**src/rtl/led_pattern_gen_pkg.sv**
```systemverilog
// Shared types for the LED pattern generator: mode encodings, FSM states and
// the mapping between them.
package led_pattern_pkg;
   localparam int MODE_W = 2;

   typedef enum logic [MODE_W-1:0] {
      MODE_OFF     = 2'b00,
      MODE_SOLID   = 2'b01,
      MODE_BLINK   = 2'b10,
      MODE_BREATHE = 2'b11
   } mode_e;

   typedef enum logic [2:0] {
      S_OFF,
      S_SOLID,
      S_BLINK,
      S_UP,
      S_DOWN
   } state_e;

   // Breathe is split into two ramp states that both report as one mode.
   function automatic mode_e state_mode(state_e s);
      case (s)
         S_SOLID:       return MODE_SOLID;
         S_BLINK:       return MODE_BLINK;
         S_UP, S_DOWN:  return MODE_BREATHE;
         default:       return MODE_OFF;
      endcase
   endfunction

   function automatic state_e mode_target(mode_e m);
      case (m)
         MODE_SOLID:   return S_SOLID;
         MODE_BLINK:   return S_BLINK;
         MODE_BREATHE: return S_UP;
         default:      return S_OFF;
      endcase
   endfunction
endpackage

```
**src/rtl/led_pattern_gen_if.sv**
```systemverilog
// Counter/mode inputs and LED/tick/duty outputs of the pattern generator.
interface led_pattern_gen_if #(parameter int PWM_BITS = 8) ();
   import led_pattern_pkg::*;

   logic [31:0]         count;
   logic [MODE_W-1:0]   mode;
   logic                led;
   logic                tick;
   logic [PWM_BITS-1:0] duty;

   modport master (output count, output mode, input led, input tick, input duty);
   modport slave  (input count, input mode, output led, output tick, output duty);
endinterface

```
**src/rtl/led_pattern_gen_tap.sv**
```systemverilog
// Rising-edge detector on one bit of the free-running counter.
module tap_edge_detect #(
   parameter int BIT = 23
) (
   input  logic        clk,
   input  logic        rst,
   input  logic [31:0] count,
   output logic        rise
);
   logic tap_q;
   logic count_unused;

   assign count_unused = ^count;

   // Reset high so a tap bit already at 1 on release is not seen as an edge.
   always_ff @(posedge clk) begin
      if (rst) tap_q <= 1'b1;
      else     tap_q <= count[BIT];
   end

   assign rise = count[BIT] & ~tap_q;
endmodule

```
**src/rtl/led_pattern_gen.sv**
```systemverilog
// LED pattern generator: OFF / SOLID / BLINK / BREATHE driven from a counter tap.
module led_pattern_gen
   import led_pattern_pkg::*;
#(
   parameter int TAP_BIT  = 23,
   parameter int PWM_BITS = 8
) (
   input  logic             clk,
   input  logic             rst,
   led_pattern_gen_if.slave bus
);
   localparam logic [PWM_BITS-1:0] DUTY_MAX = '1;

   state_e              state, state_nxt;
   logic [PWM_BITS-1:0] duty, duty_nxt;
   logic                phase, phase_nxt;
   logic                led, led_nxt;
   logic                tick;
   logic                rise;
   logic                mode_chg;

   tap_edge_detect #(.BIT(TAP_BIT)) u_tap (
      .clk   (clk),
      .rst   (rst),
      .count (bus.count),
      .rise  (rise)
   );

   assign mode_chg = (state_mode(state) != mode_e'(bus.mode));

   always_comb begin
      state_nxt = state;
      duty_nxt  = duty;
      phase_nxt = phase;
      led_nxt   = 1'b0;

      case (state)
         S_SOLID:      led_nxt = 1'b1;
         S_BLINK:      led_nxt = phase;
         S_UP, S_DOWN: led_nxt = (bus.count[PWM_BITS-1:0] < duty);
         default:      led_nxt = 1'b0;
      endcase

      // A mode change wins over a same-cycle edge; the pattern restarts.
      if (mode_chg) begin
         state_nxt = mode_target(mode_e'(bus.mode));
         duty_nxt  = '0;
         phase_nxt = 1'b0;
      end else begin
         case (state)
            S_BLINK: if (rise) phase_nxt = ~phase;
            S_UP: if (rise) begin
               if (duty == DUTY_MAX) begin
                  state_nxt = S_DOWN;
                  duty_nxt  = DUTY_MAX - 1'b1;
               end else begin
                  duty_nxt = duty + 1'b1;
               end
            end
            S_DOWN: if (rise) begin
               if (duty == '0) begin
                  state_nxt = S_UP;
                  duty_nxt  = PWM_BITS'(1);
               end else begin
                  duty_nxt = duty - 1'b1;
               end
            end
            default: duty_nxt = '0;
         endcase
      end
   end

   always_ff @(posedge clk) begin
      if (rst) begin
         state <= S_OFF;
         duty  <= '0;
         phase <= 1'b0;
         led   <= 1'b0;
         tick  <= 1'b0;
      end else begin
         state <= state_nxt;
         duty  <= duty_nxt;
         phase <= phase_nxt;
         led   <= led_nxt;
         tick  <= rise;
      end
   end

   assign bus.led  = led;
   assign bus.tick = tick;
   assign bus.duty = duty;
endmodule

```
**src/flat_wrapper.sv**
```systemverilog
// flat-port wrapper written by rule: the top's interface ports become plain ports
module led_pattern_gen_flat import led_pattern_pkg::*;
#(
   parameter int TAP_BIT  = 23,
   parameter int PWM_BITS = 8
)
  (clk, rst, bus_count, bus_mode, bus_led, bus_tick, bus_duty);
  led_pattern_gen_if #(.PWM_BITS(PWM_BITS)) bus_i ();
  input  logic clk;
  input  logic rst;
  input wire logic [$bits(bus_i.count)-1:0] bus_count;
  input wire logic [$bits(bus_i.mode)-1:0] bus_mode;
  output wire logic [$bits(bus_i.led)-1:0] bus_led;
  output wire logic [$bits(bus_i.tick)-1:0] bus_tick;
  output wire logic [$bits(bus_i.duty)-1:0] bus_duty;
  assign bus_i.count = bus_count;
  assign bus_i.mode = bus_mode;
  assign bus_led = bus_i.led;
  assign bus_tick = bus_i.tick;
  assign bus_duty = bus_i.duty;
  led_pattern_gen #(.TAP_BIT(TAP_BIT), .PWM_BITS(PWM_BITS)) u_core (.clk(clk), .rst(rst), .bus(bus_i));
endmodule
```
**config.mk**
```make
export PLATFORM = sky130hd
export DESIGN_NAME = led_pattern_gen_flat
export DESIGN_NICKNAME = d
export VERILOG_FILES = /design/src/rtl/led_pattern_gen_pkg.sv /design/src/rtl/led_pattern_gen_if.sv /design/src/rtl/led_pattern_gen_tap.sv /design/src/rtl/led_pattern_gen.sv /design/src/flat_wrapper.sv
export SDC_FILE = /design/constraint.sdc
export NUM_CORES = 1
export LEC_CHECK = 0
export CAP_MARGIN = 15
export CORE_ASPECT_RATIO = 1.5
export CORE_MARGIN = 2
export CORE_UTILIZATION = 47
export CTS_CLUSTER_SIZE = 30
export DETAILED_ROUTE_END_ITERATION = 6
export PLACE_DENSITY = 0.86
export SYNTH_ARGS = -nofsm -noshare
export SYNTH_HDL_FRONTEND = slang
export SYNTH_HIERARCHICAL = 1
export SYNTH_SLANG_ARGS = --single-unit
export TNS_END_PERCENT = 1
```
**constraint.sdc**
```tcl
create_clock -name clk -period 3.9 [get_ports clk]
set_clock_uncertainty 0.2 [all_clocks]
set_input_delay 0.78 -clock clk [delete_from_list [all_inputs] [get_ports clk]]
set_output_delay 0.78 -clock clk [all_outputs]
set_load 0.02 [all_outputs]
```
# After elaboration in Yosys (flattened, before gate mapping)
# Index checks and enable logic that the tools add are counted.
dict set report totals {
  ff_bits 15
  inputBits 36
  out_inout_bits 10
  elab_cells 49
}
dict set report classes {
  n_addsub 2
  magnitude_cmp 1
  eq_ne 15
  muxes 14
  bitwise_logic 4
  n_reduce_logical 7
}
# cell count
set ops {}
lappend ops {{$mux W8} 4}
lappend ops {{$pmux W8 S3} 1}
lappend ops {{$mux W3} 5}
lappend ops {{$ne A3 B1 Y1 const B} 4}
lappend ops {{$pmux W2 S3} 2}
lappend ops {{$add A8 B1 Y8 const B} 1}
lappend ops {{$eq A8 B8 Y1 const B} 1}
lappend ops {{$logic_not A8 Y1} 1}
lappend ops {{$lt A8 B8 Y1} 1}
lappend ops {{$sub A8 B1 Y8 const B} 1}
lappend ops {{$eq A3 B2 Y1 const B} 2}
lappend ops {{$pmux W3 S2} 1}
lappend ops {{$reduce_and A5 Y1} 1}
lappend ops {{$eq A2 B2 Y1 const B} 2}
lappend ops {{$ne A2 B1 Y1 const B} 2}
lappend ops {{$reduce_or A2 Y1} 2}
lappend ops {{$eq A3 B1 Y1 const B} 1}
lappend ops {{$eq A3 B3 Y1 const B} 1}
lappend ops {{$not A1 Y1} 3}
lappend ops {{$pmux W1 S3} 1}
lappend ops {{$reduce_and A3 Y1} 1}
lappend ops {{$reduce_bool A3 Y1} 1}
lappend ops {{$eq A2 B1 Y1 const B} 1}
lappend ops {{$ne A2 B2 Y1} 1}
lappend ops {{2 further kinds} 2}

# Logic depth before layout (Yosys ltp)
# Gate-level depths: netlist (run 1).
dict set report logic_depth {
  ltp_word 6
  ltp_mapped 7
}

# Cells and area by module
# The synthesis (run 1) kept the hierarchy.
# module n_inst cells_each area_each_um2 seq_area_each_um2
set modules_own_cells {}
lappend modules_own_cells {led_pattern_gen 1 157 1192.4 280.3}
lappend modules_own_cells {tap_edge_detect 1 3 32.5 20.0}

# Least setup slack after synthesis (run 1)
# Ideal clock, no wire load.
dict set report synth_timing {
  path_kind {input-to-reg}
  from {input bus_count[23]}
  to {register u_core.duty[1], in the netlist u_core/bus.duty[1]}
  setup_time_ns 0.122
  arrival_ns 1.834
  path_slack_ns 1.744
  path_stages 7
  n_path_buf 2
  path_cell_list {nor2b_1 -> clkbuf_2 -> a21boi_0 -> or2_2 -> clkbuf_1 -> a22oi_1 -> a21oi_1}
}
dict set report synth_via {
  elab_chain_cells 3
  elab_cells_between_ends 4
  classes_between {2 x eq/ne; 1 x bitwise; 1 x reduce/logical}
}
# item line
set synth_lines {}
lappend synth_lines {{from (decl)} flat_wrapper.sv:11} ;# input wire logic [$bits(bus_i.count)-1:0] bus_count;
lappend synth_lines {{$and A1 B1 Y1 (*)} led_pattern_gen_tap.sv:21} ;# assign rise = count[BIT] & ~tap_q;
lappend synth_lines {{$ne A2 B1 Y1 (no source line)} n/a}
lappend synth_lines {{$reduce_and A3 Y1 (no source line) (*)} n/a}
lappend synth_lines {{to (signal assigned)} led_pattern_gen.sv:82} ;# duty <= duty_nxt;
lappend synth_lines {{to (decl)} led_pattern_gen.sv:15} ;# logic [PWM_BITS-1:0] duty, duty_nxt;
# Every way passes the cells marked *; elsewhere a longest branch is shown, timed or not.
# A chain may end at the register's enable or synchronous reset.

# Final worst setup path (run 1)
dict set report layout_timing {
  from {input bus_count[23]}
  to {register u_core.duty[0], in the netlist u_core/bus.duty[0]}
}
dict set report layout_via {
  elab_chain_cells 3
  elab_cells_between_ends 4
  classes_between {2 x eq/ne; 1 x bitwise; 1 x reduce/logical}
}
# item line
set layout_lines {}
lappend layout_lines {{$and A1 B1 Y1 (*)} led_pattern_gen_tap.sv:21}
lappend layout_lines {{named net u_core.rise} led_pattern_gen.sv:19} ;# logic rise;
lappend layout_lines {{$ne A2 B1 Y1 (no source line)} n/a}
lappend layout_lines {{$reduce_and A3 Y1 (no source line) (*)} n/a}
# The timed path passes the listed nets; every way through them passes the cells marked *.

==> results of run 1 <==
==> through the flow <==
stage          total power, mW  area (um2)  instances  hold slack (ns)  utilization [%]
2_1_floorplan            0.198        1220        160            0.285                -
6_report                 0.306        1450        200            0.343             59.1
4_1_cts                  0.310        1450        200            0.351             59.1
3_3_place_gp             0.217        1420        196            0.305             58.1
5_1_grt                  0.326        1450        200            0.384             59.1
3_5_place_dp             0.220        1420        196            0.328             58.1
==> logic make-up (layout without fill, tap and decap cells) <==
family / after synthesis / after routing / share of synthesized area [%]
flops: 15 / 15 / 24.5
simple gates: 56 / 56 / 25.6
compound gates: 50 / 50 / 24.8
buf+inv: 19 / 35 / 7.05
mux: 4 / 4 / 3.47
fa+ha+maj: 10 / 10 / 10.2
xor+xnor: 6 / 6 / 4.29
==> how the worst min path moves through the flow <==
stage / start / endpoint / cells past startpoint
global route: u_core/phase / u_core/phase / 2
floorplan: u_core/phase / u_core/phase / 2
CTS: u_core/phase / u_core/phase / 2
finish: u_core/phase / u_core/phase / 2
global placement: u_core/phase / u_core/phase / 2
detailed placement: u_core/phase / u_core/phase / 2
==> synth_stat cells, types with 2 or more instances <==
master	n
a211oi_1	3
a21o_1	2
a21oi_1	16
a31oi_1	5
buf_2	5
clkbuf_1	3
dfxtp_1	15
ha_1	10
inv_1	9
mux2_2	2
mux2i_1	2
nand2_1	7
nand2b_1	2
nand3_1	5
nor2_1	14
nor2b_1	3
nor3_1	4
nor4_1	3
nor4b_1	2
o21ai_0	11
o21bai_1	3
o31ai_1	2
or2_2	2
or3_1	3
xnor2_1	6
==> registers in the layout (all words and copies together), names as in the netlist <==
signal / flops
u_core/bus.duty: 8
u_core/bus.led: 1
u_core/bus.tick: 1
u_core/phase: 1
u_core/state: 3
u_core/u_tap/tap_q: 1
==> critical path: stages <==
cell	delay [ns]
clkdlybuf4s50_1	0.46
nor2b_1	0.51
a21boi_0	0.16
or2_2	0.41
or3_1	0.38
a21oi_1	0.13
==> per-layer routing <==
layer / vias up / global-route usage [%]
li1: 624 / -
met1: 597 / 24.6
met2: 52 / 41.0
met3: 10 / 2.98
met4: 0 / 12.9
met5: - / 0
==> area by class of cell <==
type | instances | area share, %
multi-input cells | 126 | 57.9
flip-flops and latches | 15 | 20.7
repair buffers | 22 | 15.2
inverters | 9 | 2.33
well taps | 24 | 2.07
clock buffers | 4 | 1.81
==> power groups by stage <==
stage / clock (mW) / sequential (mW) / combinational, mW
3_5_place_dp: 0 / 0.166 / 0.0539
5_1_grt: 0.104 / 0.163 / 0.0594
4_1_cts: 0.0940 / 0.162 / 0.0543
2_1_floorplan: 0 / 0.162 / 0.0357
3_3_place_gp: 0 / 0.165 / 0.0517
6_report: 0.0894 / 0.162 / 0.0541
==> flow_summary.ini, run 1 <==
[global_routing]
grt_max_degree = 13
grtUsageTotal_pct = 23.0
antenna_found_initial = 0
grt_overflow_total = 0
grt_pass1_wl_mm = 5.21
grt_pass1_vias = 1246

[routing]
via_per_inst = 6.42
drc = 0
ant_nets = 0
vias = 1283
firstDrtPassIters = 4
wl_met3_um = 205
wl_met2_mm = 1.67
post_drt_wl_per_cell_um = 16.2
drt-met1-wl_mm = 1.27
top_layer = met4
drtIter0Drc = 63
drt-total-wl_mm = 3.24

[worst_setup_path]
reg2reg_slack_ns = 1.28
critPathCaptureType = flip-flop
rr_startpoint = u_core/bus.duty[1]
critical_path.startpoint = bus_count[23]
crit_arrival_ns = 2.84
path_max_fanout = 12
start_kind = input port
path_class = in2reg
reg2reg_to = u_core/bus.duty[2]
required_ns = 3.91
worstSetupEndpoint = u_core/bus.duty[0]
reg2regPathDepth = 7

[cts]
postCtsHoldBufs = 0
cts_buffers = 3
clockBufferDepth = 2
clock_sinks = 15
clk_latency_ns = 0.28
cts_htree_levels = 1
cts_setup_buffers = 0
cts_tree = built
cts-resized-gates = 0
cts-root-buf = clkbuf_4
cts.clk_slew.worst_paths_ns = 0.09

[sta]
clock.fmax_ghz = 0.353
setup_viol = 0
tightest_slew_ns = 0.715
tns_ns = 0
slew_headroom_pct = 51.7
post-route-min-period_ns = 2.83
rsz0062_at_grt = false
drv_slew = 0
finalCritPeriodShare_pct = 72.6
final-hold-violation-count = 0
fin_ws_ns = 1.07

[finish]
multi_input_area_um2 = 838
drive_gt1_share_pct = 5.11
final_cell_mix = clkdlybuf4s50_1, a21oi_1, dfxtp_1, nor2_1, o21ai_0
diodes = 0
area_delta_synth_final_pct = 18.3
fillers = 238
mostFrequentLayoutCell = clkdlybuf4s50_1
final-seq-area_um2 = 300
nets = 223

[synth]
synthArstFlopShare_pct = 0
synth-seq-cells = 15
yosys_warnings = 6
synth_cell_types = 46
yosys-top-cells-area = dfxtp_1, ha_1, a21oi_1
ys.flop_type = dfxtp_1
synth-edff-count = 0
synth_seq_area_share_pct = 24.5
syn-num-nets = 206
synth_top_cell_by_area = dfxtp_1
synth_top_area_share_pct = 24.5
netlist_instances = 160
syn_area_per_cell_um2 = 7.66
synth_area_um2 = 1220

[die]
die_h_um = 66.5
pin_count = 46
coreArea_um2 = 2450
initial_core_util_pct = 50.0
die-area_um2 = 3040
chipWidth_um = 45.7
rows = 22

[outcome]
status = finished clean

[worst_hold_path]
hold_class = reg2reg

[pwr]
sw_frac_of_total_pct = 26.5
p_sw_uw = 80.9
p_clk_share_pct = 29.2
internal_power_uw = 225
vdd_drop_max_uv = 144
power_density_nw_per_um2 = 211
leakagePower_nw = 0.482
power_frac_seq_pct = 53.1
pwr-share-comb_pct = 17.7

[place]
place_hpwl_mm = 2.47
dp_slack_ns = 0.802
gp_congestion = 0.924
io_buffers = 22

[job]
maxCapViolCount = 0
(Power assumes the default switching activity.)
==> run 2, diff against run 1 <==
--- a/config.mk
+++ b/config.mk
@@ -8,10 +8,10 @@
 export CAP_MARGIN = 15
 export CORE_ASPECT_RATIO = 1.5
 export CORE_MARGIN = 2
-export CORE_UTILIZATION = 47
+export CORE_UTILIZATION = 40
 export CTS_CLUSTER_SIZE = 30
 export DETAILED_ROUTE_END_ITERATION = 6
-export PLACE_DENSITY = 0.86
+export PLACE_DENSITY = 0.78
 export SYNTH_ARGS = -nofsm -noshare
 export SYNTH_HDL_FRONTEND = slang
 export SYNTH_HIERARCHICAL = 1
==> constraint.sdc (replaced) <==
create_clock -name clk -period 2.6 [get_ports clk]
set_clock_uncertainty 0.2 [all_clocks]
set_input_delay 0.52 -clock clk [delete_from_list [all_inputs] [get_ports clk]]
set_output_delay 0.52 -clock clk [all_outputs]
set_load 0.02 [all_outputs]
==> flow_summary.ini, run 2 (synthesis results as in run 1) <==
[routing]
drt-met1-wl_mm = 1.36
drt-total-wl_mm = 3.41
wl_met3_um = 114
firstDrtPassIters = 4
vias = 1302
drc = 0
top_layer = met4
ant_nets = 0
wl_met2_mm = 1.80
drtIter0Drc = 25
via_per_inst = 5.76
post_drt_wl_per_cell_um = 15.1

[finish]
largestRegisters = u_core/bus.duty: 8 flops, u_core/state: 3 flops
largest_reg_flops = 8
fillers = 288
instances_no_fill = 226
largest-register = u_core/bus.duty
final-seq-area_um2 = 300
area_delta_synth_final_pct = 28.1
diodes = 0
multi_input_area_um2 = 838
mostFrequentLayoutCell = clkdlybuf4s50_1
nets = 234
drive_gt1_share_pct = 10.7
final_cell_mix = clkdlybuf4s50_1, a21oi_1, dfxtp_1, nor2_1

[place]
io_buffers = 22
place_hpwl_mm = 2.68
dp_cells = 222
gp_congestion = 0.909
dp_slack_ns = 0.0879

[worst_setup_path]
worstPathCellList = clkdlybuf4s50_1 -> nor2b_1 -> a21boi_0 -> or2_2 -> buf_4 -> o21ai_0 -> a21oi_1
rr_startpoint = u_core/bus.duty[1]
cp_slowest_cell = clkdlybuf4s50_1
start_kind = input port
cpPeakStageDelay_ns = 0.46
path_class = in2reg
cp.depth = 7
crit_arrival_ns = 2.17
cp_top_family = buffers and inverters
worstSetupEndpoint = u_core/bus.duty[4]
reg2reg_slack_ns = 0.37
required_ns = 2.51
path_buf_inv = 2
critical_path.startpoint = bus_count[23]
reg2regPathDepth = 7
critPathCaptureType = flip-flop
reg2reg_to = u_core/bus.duty[6]
path_max_fanout = 7

[sta]
clock.fmax_ghz = 0.443
drv_slew = 0
finalCritPeriodShare_pct = 86.9
tightest_slew_ns = 0.502
final-hold-violation-count = 0
fin_ws_ns = 0.341
setup_viol = 0
tns_ns = 0
post-route-min-period_ns = 2.26
rsz0062_at_grt = false
slew_headroom_pct = 66.5

[cts]
cts_buffers = 3
postCtsHoldBufs = 0
cts.clk_slew.worst_paths_ns = 0.06
clock_sinks = 15
cts-root-buf = clkbuf_8
clk_latency_ns = 0.25
cts_tree = built
cts-resized-gates = 0
clockBufferDepth = 2
cts_setup_buffers = 0
cts_htree_levels = 1

[job]
maxCapViolCount = 0

[die]
chipWidth_um = 49.2
die-area_um2 = 3530
die_h_um = 71.8
rows = 24
pin_count = 46
initial_core_util_pct = 42.1
coreArea_um2 = 2910

[global_routing]
grtUsageTotal_pct = 21.2
grt_overflow_total = 0
antenna_found_initial = 0
grt_pass1_vias = 1377
grt_pass1_wl_mm = 5.91
grt_max_degree = 12

[pwr]
leakagePower_nw = 0.547
vdd_drop_max_uv = 243
power_density_nw_per_um2 = 335

[worst_hold_path]
hold_class = reg2reg

[outcome]
status = finished clean
-- run 2: through the flow --
step	power [mW]	hold slack [ns]	utilization, %	instance area [um2]
after CTS	0.534	0.355	53.9	1570
after global routing	0.551	0.382	53.9	1570
after floorplan	0.297	0.285	-	1220
final	0.526	0.358	53.9	1570
after global placement	0.333	0.309	52.3	1520
after detailed placement	0.338	0.336	52.3	1520
-- run 2: how the worst min path moves through the flow --
stage | start | endpoint | cells after the start
floorplan | u_core/phase | u_core/phase | 2
global placement | u_core/phase | u_core/phase | 2
detailed placement | u_core/phase | u_core/phase | 2
CTS | u_core/phase | u_core/phase | 2
global route | u_core/phase | u_core/phase | 2
finish | u_core/phase | u_core/phase | 2
-- run 2: final cells by class --
type	instances	area share (%)
inverter	9	2.15
timing repair buffer	33	19.3
tap	39	3.11
sequential	15	19.1
clock buffer	4	2.87
multi-input combinational	126	53.4
-- run 2: metal layers --
| layer | GRT usage [%] | vias to the layer above |
|---|---|---|
| met5 | 0 | - |
| met4 | 14.3 | 0 |
| met3 | 2.50 | 17 |
| met2 | 38.9 | 46 |
| met1 | 22.1 | 603 |
| li1 | - | 636 |
-- run 2: power breakdown --
| part | switching [mW] | total (mW) | internal, mW |
|---|---|---|---|
| logic | 0.0414 | 0.0907 | 0.0493 |
| clock network | 0.0837 | 0.192 | 0.109 |
| registers | 0.00813 | 0.243 | 0.235 |
-- run 2: worst min-delay path: stages (launching register included) --
cell     delay, ns
dfxtp_1       0.36
xnor2_1       0.09
nor2_1        0.08
==> run 3, diff against run 2 <==
--- a/config.mk
+++ b/config.mk
@@ -5,13 +5,14 @@
 export SDC_FILE = /design/constraint.sdc
 export NUM_CORES = 1
 export LEC_CHECK = 0
+export ABC_AREA = 1
 export CAP_MARGIN = 15
 export CORE_ASPECT_RATIO = 1.5
 export CORE_MARGIN = 2
-export CORE_UTILIZATION = 40
+export CORE_UTILIZATION = 38
 export CTS_CLUSTER_SIZE = 30
 export DETAILED_ROUTE_END_ITERATION = 6
-export PLACE_DENSITY = 0.78
+export PLACE_DENSITY = 0.7
 export SYNTH_ARGS = -nofsm -noshare
 export SYNTH_HDL_FRONTEND = slang
 export SYNTH_HIERARCHICAL = 1
==> flow_summary.ini, run 3 <==
[worst_setup_path]
path_max_fanout = 6
reg2reg_slack_ns = 0.75
worstPathCellList = clkdlybuf4s50_1
cp.depth = 1
rr_startpoint = u_core/bus.duty[0]
required_ns = 1.88
cp_top_family = buffers and inverters
critPathCaptureType = primary output
start_kind = flip-flop
critical_path.startpoint = u_core/bus.duty[3]
cpPeakStageDelay_ns = 0.67
path_class = reg2out
reg2reg_to = u_core/state[1]
reg2regPathDepth = 10
cp_slowest_cell = clkdlybuf4s50_1
crit_arrival_ns = 1.42
path_buf_inv = 1
worstSetupEndpoint = bus_duty[3]

[synth]
netlist_instances = 208
synth_area_um2 = 1390
yosys.area_share.simple_pct = 40.6
synth-adder-area-share_pct = 9.03
synthArstFlopShare_pct = 0
synth_top_family_by_area = simple AND/OR/NAND/NOR gates
synth-seq-cells = 15
synth_top_area_share_pct = 21.7
syn_area_per_cell_um2 = 6.67
synthTopCellsByCount = nand2_1, inv_1, nand3_1
yosys-mux-area-fraction_pct = 0
synth_seq_area_share_pct = 21.7
yosysMostFrequentCell = nand2_1
yosys-top-cells-area = dfxtp_1, nand2_1, ha_1
synth_xor_area_share_pct = 3.16
synth-edff-count = 0
yosys_warnings = 6
synth_top_cell_by_area = dfxtp_1
syn-num-nets = 254
ys.flop_type = dfxtp_1
synth_cell_types = 28
synth-compound-area-share_pct = 15.3

[job]
maxCapViolCount = 0

[global_routing]
grt_overflow_total = 0
grt_pass1_wl_mm = 5.29
grt_max_degree = 12
grt_pass1_vias = 1272
antenna_found_initial = 0
grtUsageTotal_pct = 16.5

[routing]
vias = 1364
ant_nets = 0
firstDrtPassIters = 4
drt-total-wl_mm = 3.08
drc = 0
via_per_inst = 4.96
post_drt_wl_per_cell_um = 11.2
drtIter0Drc = 41

[pwr]
p_clk_share_pct = 35.5
sw_frac_of_total_pct = 28.7
pwr-share-comb_pct = 20.4
power_frac_seq_pct = 44.1
p_sw_uw = 157
power_density_nw_per_um2 = 324
leakagePower_nw = 0.776
vdd_drop_max_uv = 333
internal_power_uw = 392

[finish]
instances_no_fill = 275
nets = 280
largest-register = u_core/bus.duty
fillers = 377
mostFrequentLayoutCell = nand2_1
diodes = 0
largestRegisters = u_core/bus.duty: 8 flops, u_core/state: 3 flops
drive_gt1_share_pct = 14.2
final_cell_mix = nand2_1, inv_1, clkdlybuf4s50_1, nand3_1, nor2_1
area_delta_synth_final_pct = 22.4
largest_reg_flops = 8

[sta]
drv_slew = 0
tns_ns = 0
setup_viol = 0
slew_headroom_pct = 78.8
rsz0062_at_grt = false
clock.fmax_ghz = 0.467
finalCritPeriodShare_pct = 82.4
tightest_slew_ns = 0.317
final-hold-violation-count = 0
fin_ws_ns = 0.458
post-route-min-period_ns = 2.14

[place]
place_hpwl_mm = 2.47
io_buffers = 22
gp_congestion = 0.858
dp_slack_ns = 0.396
dp_cells = 271

[die]
die_h_um = 78.0
rows = 26
pin_count = 46
initial_core_util_pct = 40.2
coreArea_um2 = 3450
die-area_um2 = 4160
chipWidth_um = 53.3

[cts]
clock_sinks = 15
cts.clk_slew.worst_paths_ns = 0.07
cts_buffers = 3
cts-root-buf = clkbuf_8
cts_setup_buffers = 0
clockBufferDepth = 2
clk_latency_ns = 0.25
cts_tree = built
cts-resized-gates = 0
cts_htree_levels = 1
postCtsHoldBufs = 0

[worst_hold_path]
hold_class = reg2reg

[outcome]
status = finished clean
==> run 3: cell count changes after synthesis, moves of 5 or more <==
cell,before,now
nor2_1,14,20
inv_1,9,28
a31oi_1,5,0
xnor2_1,6,1
nand2_4,0,5
nand2_1,7,50
a21oi_2,0,6
buf_2,5,0
nand3_1,5,21
a21oi_1,16,8
==> run 3: power by group through the flow <==
stage	registers, mW	logic, mW	clock network (mW)
after floorplan	0.249	0.0725	0
after global placement	0.247	0.111	0
after detailed placement	0.247	0.113	0
after CTS	0.242	0.113	0.203
after global routing	0.243	0.126	0.212
final	0.242	0.112	0.195
==> run 3: worst min path at each step <==
stage / cells after the start / end / slack (ns) / from
4_1_cts: 2 / u_core/bus.duty[7] / 0.35 / u_core/bus.duty[7]
5_1_grt: 2 / u_core/bus.duty[1] / 0.38 / u_core/bus.duty[1]
3_5_place_dp: 2 / u_core/bus.duty[1] / 0.34 / u_core/bus.duty[1]
6_report: 2 / u_core/bus.duty[0] / 0.34 / u_core/bus.duty[0]
3_3_place_gp: 2 / u_core/bus.duty[1] / 0.32 / u_core/bus.duty[1]
2_1_floorplan: 3 / u_core/phase / 0.32 / u_core/phase
==> run 3: cell families after synthesis <==
family,Yosys count
AND/OR/NAND/NOR,112
buffers and inverters,34
AO/OA/AOI/OAI,32
flip-flops,15
adder cells (fa/ha/maj),10
XOR/XNOR,5
==> run 3: metal layers <==
metal  track usage (%)  routed length (um)
met1              18.5                1260
met2              29.9                1680
met3              1.35                  89
met4              7.69                  50
met5                 0                   0
==> run 3: metrics by stage <==
| step | power [mW] | instance area [um2] | hold slack, ns | utilization, % |
|---|---|---|---|---|
| CTS | 0.559 | 1700 | 0.349 | 49.2 |
| floorplan | 0.321 | 1390 | 0.317 | - |
| finish | 0.549 | 1700 | 0.344 | 49.2 |
| detailed placement | 0.360 | 1650 | 0.336 | 47.8 |
| global placement | 0.358 | 1650 | 0.322 | 47.8 |
| global route | 0.580 | 1700 | 0.377 | 49.2 |
==> run 3: cell type report <==
class	count	area, um2	share of cell area (%)
repair buffers	23	228	13.4
well taps	42	52.6	3.10
clock buffers	3	41.3	2.43
clock inverters	1	7.51	0.442
multi-input cells	159	945	55.7
inverters	32	123	7.23
flip-flops and latches	15	300	17.7
